===== config.mk =====
export PLATFORM = sky130hd
export DESIGN_NAME = imem_arbiter
export DESIGN_NICKNAME = d
export VERILOG_FILES = /design/src/rtl/imem_arbiter.sv
export SDC_FILE = /design/constraint.sdc
export NUM_CORES = 1
export LEC_CHECK = 0
export CAP_MARGIN = 25
export CORE_MARGIN = 1.5
export CORE_UTILIZATION = 40
export CTS_BUF_LIST = sky130_fd_sc_hd__clkbuf_8
export DETAILED_ROUTE_END_ITERATION = 10
export GPL_TIMING_DRIVEN = 1
export MAX_ROUTING_LAYER = met4
export PLACE_DENSITY = 0.95
export SYNTH_ARGS = -nofsm -noshare
export SYNTH_HDL_FRONTEND = slang
export SYNTH_SLANG_ARGS = --single-unit

===== constraint.sdc =====
create_clock -name clk -period 6.5 [get_ports clk]
set_input_delay 0.975 -clock clk [delete_from_list [all_inputs] [get_ports clk]]
set_output_delay 0.975 -clock clk [all_outputs]
set_load 0.05 [all_outputs]

===== src/rtl/imem_arbiter.sv =====
// imem_arbiter: round-robin sharing of one fixed-latency, single-port
// instruction memory between two core fetch stages, with per-core flush.
//
// Ports:
//   clk, rst             clock, asynchronous active-high reset
//   req0/1, addr0/1      fetch request and word-aligned byte address per core
//   flush0/1             discard the core's in-flight fetch
//   valid0/1, rdata0/1   registered one-cycle response pulse and held data word
//   stall0/1             combinational req & ~valid
//   mem_en, mem_addr     combinational memory read strobe and address
//   mem_rdata            read word, valid MEM_LAT cycles after mem_en
module imem_arbiter #(
    parameter int unsigned W_CPU   = 32,
    parameter int unsigned MEM_LAT = 2
) (
    input  logic             clk,
    input  logic             rst,
    input  logic             req0,
    input  logic             req1,
    input  logic [W_CPU-1:0] addr0,
    input  logic [W_CPU-1:0] addr1,
    input  logic             flush0,
    input  logic             flush1,
    output logic             valid0,
    output logic             valid1,
    output logic [W_CPU-1:0] rdata0,
    output logic [W_CPU-1:0] rdata1,
    output logic             stall0,
    output logic             stall1,
    output logic             mem_en,
    output logic [W_CPU-1:0] mem_addr,
    input  logic [W_CPU-1:0] mem_rdata
);

    // One in-flight read: occupied, owning core, discarded by a flush.
    typedef struct packed {
        logic vld;
        logic id;
        logic kill;
    } slot_t;

    logic                     prio;
    logic [1:0]               pending;
    logic [1:0]               pending_n;
    logic [1:0]               req;
    logic [1:0]               flush;
    logic [1:0]               elig;
    logic                     grant;
    logic                     gnt_id;
    slot_t [MEM_LAT-1:0]      slots;
    slot_t [MEM_LAT-1:0]      slots_k;
    slot_t [MEM_LAT-1:0]      slots_n;
    slot_t                    slot_new;
    slot_t                    tail;
    logic                     retire;

    assign req   = {req1, req0};
    assign flush = {flush1, flush0};

    // Issue: eligible cores, tie broken by prio.
    assign elig     = req & ~pending & ~flush & {2{~rst}};
    assign grant    = |elig;
    assign gnt_id   = (&elig) ? prio : elig[1];
    assign mem_en   = grant;
    assign mem_addr = grant ? (gnt_id ? addr1 : addr0) : '0;

    assign stall0 = req0 & ~valid0 & ~rst;
    assign stall1 = req1 & ~valid1 & ~rst;

    // A flush kills every in-flight slot of that core, including one retiring now.
    for (genvar i = 0; i < MEM_LAT; i++) begin : g_kill
        assign slots_k[i] = {slots[i].vld, slots[i].id,
                             slots[i].kill | (slots[i].vld & flush[slots[i].id])};
    end

    assign slot_new = {grant, gnt_id, 1'b0};

    // Age pipeline: entry at index MEM_LAT-1 lines up with mem_rdata.
    if (MEM_LAT == 1) begin : g_shift1
        assign slots_n[0] = slot_new;
    end else begin : g_shiftn
        assign slots_n = {slots_k[MEM_LAT-2:0], slot_new};
    end

    assign tail   = slots_k[MEM_LAT-1];
    assign retire = tail.vld & ~tail.kill;

    // Pending clears after the valid cycle or on flush; set by a grant.
    always_comb begin
        pending_n = pending & ~{valid1, valid0} & ~flush;
        if (grant) begin
            pending_n[gnt_id] = 1'b1;
        end
    end

    // Arbitration state and slot pipeline.
    always_ff @(posedge clk or posedge rst) begin
        if (rst) begin
            prio    <= 1'b0;
            pending <= 2'b00;
            slots   <= '0;
        end else begin
            pending <= pending_n;
            slots   <= slots_n;
            if (grant) begin
                prio <= ~gnt_id;
            end
        end
    end

    // Response registers: one-cycle valid pulse, data held between pulses.
    always_ff @(posedge clk or posedge rst) begin
        if (rst) begin
            valid0 <= 1'b0;
            valid1 <= 1'b0;
            rdata0 <= '0;
            rdata1 <= '0;
        end else begin
            valid0 <= retire & ~tail.id;
            valid1 <= retire & tail.id;
            if (retire && !tail.id) begin
                rdata0 <= mem_rdata;
            end
            if (retire && tail.id) begin
                rdata1 <= mem_rdata;
            end
        end
    end

endmodule

==> results.py <==
metrics = {
    "outcome": {
        "status": "completed",
    },
    "clock_network": {
        "cts_buffers": 9,
        "h-tree-depth": 3,
        "clk_latency_ps": 340,
        "post_cts_buffers": 0,
        "ctsHoldBuffers": 0,
        "cts-root-buf": "clkbuf_8",
        "cts_resized": 0,
        "clockBufferDepth": 2,
        "cts_tree": "yes",
        "clkTransAtPathRegs_ps": 70,
        "cts_sinks": 74,
    },
    "final_layout": {
        "fin_nets": 510,
        "layout-drive-gt1-share_pct": 25.2,
        "areaGrowthSynthToFinish_pct": 75.0,
        "n_antenna_cell": 0,
        "fillers": 507,
    },
    "drt": {
        "num_vias": 2539,
        "first_pass_iters": 4,
        "m1WireLength_um": 3690,
        "drt-total-wl_um": 9250,
        "top_layer_used": "met4",
        "drcViolationCount": 0,
        "antenna_left": 0,
        "wl_per_cell_um": 18.1,
        "route.met2.wl_um": 4890,
        "dr_wl_met3_um": 552,
        "via_per_inst": 4.97,
        "initialDrtViolationCount": 111,
    },
    "setup_path": {
        "timing.critical_path.from_type": "input pin",
        "cp.arrival_ps": 3590,
        "crit_path_frequent_cell": "clkdlybuf4s50_1",
        "cpPeakStageDelay_ps": 820,
        "cp_slowest_cell": "clkdlybuf4s50_1",
        "critPathBufInv": 3,
        "cp_max_fo": 33,
        "path_delay_family": "buffers and inverters",
        "path_class": "input pin to output pin",
        "crit_chain": "clkdlybuf4s50_1 > or4b_4 > a21oi_2 > buf_4 > a22o_1 > clkdlybuf4s50_1",
        "cp.required_ps": 5520,
        "crit_path_end_kind": "output pin",
    },
    "place": {
        "gp_congestion": 0.790,
        "io_buffers": 202,
        "dp_hpwl_um": 6980,
    },
    "power_and_ir_drop": {
        "powerDensity_mw_per_mm2": 336,
        "leakage_nw": 2.28,
        "ir_drop_v": 0.000257,
    },
    "global_routing": {
        "antenna_found_initial": 0,
        "grt_use_total_pct": 23.3,
        "overflow": 0,
        "grt_first_pass_wirelength_um": 14500,
        "grt_max_degree": 75,
        "grt_pass1_vias": 2767,
    },
    "synthesis": {
        "synth-compound-area-share_pct": 10.2,
        "synth_mux_area_share_pct": 23.5,
        "synth_area_leaders": "dfrtp_1 60%, mux2_2 23%, a22o_1 5.6%",
        "syn-cell-area_mm2": 0.00311,
        "syn_nets": 305,
        "yosys-top-cells-count": "74 x dfrtp_1, 64 x mux2_2, 20 x a22o_1",
        "yosys.area_share.simple_pct": 3.90,
        "synth.largest_area_cell": "dfrtp_1",
        "synth_top_family_by_area": "multiplexers",
        "yosysUniqueCellTypes": 22,
        "synth-seq-cells": 74,
        "ys_seq_area_share_pct": 59.6,
        "syn_area_per_cell_um2": 15.3,
        "yosys_warnings": 0,
        "synth_xor_area_share_pct": 0,
        "synthFlopType": "dfrtp_1",
        "yosysTopAreaCellShare_pct": 59.6,
        "synthAdderAreaFrac_pct": 0,
        "synthCells": 203,
        "async_flop_share_pct": 100,
        "yosysMostFrequentCell": "dfrtp_1",
        "synth_edf_count": 0,
    },
    "sta": {
        "period_share_pct": 70.3,
        "drv_slew": 0,
        "finalSetupViolations": 0,
        "tns_ps": 0,
        "finalHoldViolCount": 0,
        "skew_ps": 4.69,
        "slew_headroom_pct": 31.2,
        "worst_pin_slew_ps": 1030,
        "post-route-min-period_ps": 4570,
        "rsz0062_at_grt": "no",
        "timing.fmax_ghz": 0.219,
        "hold_slack_ps": 366,
    },
    "floorplanning": {
        "start_util_pct": 42.2,
        "ioPinCount": 203,
        "core_mm2": 0.00737,
        "rows": 31,
        "fp.dieArea_mm2": 0.00831,
        "die_w_um": 91.1,
        "die_y_um": 91.1,
    },
    "job": {
        "drv_cap": 0,
    },
    "hold_path": {
        "min_path_type": "flip-flop to flip-flop",
    },
}
[cell usage in the layout, fill, tap and decap left out, types with 2 or more instances in the layout]
master	instances
bufinv_16	2
a22o_1	20
clkbuf_8	9
mux2_2	64
dfrtp_1	74
a22o_2	12
nand2_1	2
clkinvlp_4	2
buf_4	5
nor3b_1	4
clkdlybuf4s50_1	202
or4b_4	2
[power by group]
| group | internal, mW | switching, mW | total [mW] |
|---|---|---|---|
| sequential | 0.563 | 0.0574 | 0.621 |
| combinational | 0.321 | 0.515 | 0.836 |
| clock | 0.212 | 0.160 | 0.372 |
| total | 1.10 | 0.733 | 1.83 |
[metal layers]
layer	track usage, %	vias to the layer above
met5	-	-
met2	38.7	90
met1	27.9	1272
met4	6.25	0
met3	6.53	11
li1	-	1166
[flip-flops by register name (all words and copies together), names as in the netlist]
register	cells
pending	2
prio	1
rdata0	32
rdata1	32
slots	5
valid0	1
valid1	1
[worst reg2reg max path: stages, from the launching register on]
cell	delay, ps
dfrtp_1	430
nor4bb_4	910
buf_4	440
mux2_2	390
[stage by stage]
| stage | worst slack (ps) | instance area, um^2 | utilization [%] | cells | total power, mW |
|---|---|---|---|---|---|
| finish | 1930 | 5440 | 73.8 | 511 | 1.83 |
| global route | 1810 | 5440 | 73.8 | 511 | 1.90 |
| CTS | 1930 | 5440 | 73.8 | 511 | 1.85 |
| detailed placement | 1950 | 5230 | 71.0 | 496 | 1.47 |
| global placement | 2000 | 5230 | 71.0 | 496 | 1.45 |
| floorplan | 3130 | 3110 | - | 203 | 1.14 |
[logic make-up (layout without fill, tap and decap cells)]
| kind of cell | after synthesis | after routing |
|---|---|---|
| buf+inv | 14 | 223 |
| flops | 74 | 74 |
| compound gates | 35 | 35 |
| mux | 65 | 65 |
| simple gates | 15 | 15 |
[final cells by class]
| type | instances | area (um^2) | share of cell area (%) |
|---|---|---|---|
| tap | 99 | 124 | 2.28 |
| timing repair buffer | 207 | 2060 | 37.9 |
| multi-input combinational | 115 | 1190 | 21.9 |
| clock buffer | 9 | 124 | 2.28 |
| sequential | 74 | 1850 | 34.0 |
| inverter | 1 | 3.75 | 0.0690 |
| clock inverter | 6 | 83.8 | 1.54 |
[worst paths after layout]
kind / slack (ps) / endpoint / start / cells after the start
setup / recovery: 1930 / mem_addr[10] / flush0 / 6
hold / removal: 370 / slots[5] / slots[2] / 0
setup reg to reg: 4220 / rdata1[10] / slots[3] / 3
hold reg to reg: 370 / slots[5] / slots[2] / 0
max in group asynchronous: 4580 / rdata0[16] / rst / 3
min in group asynchronous: 1350 / valid1 / rst / 3
Note: power is estimated with default switching activity, not from simulation.
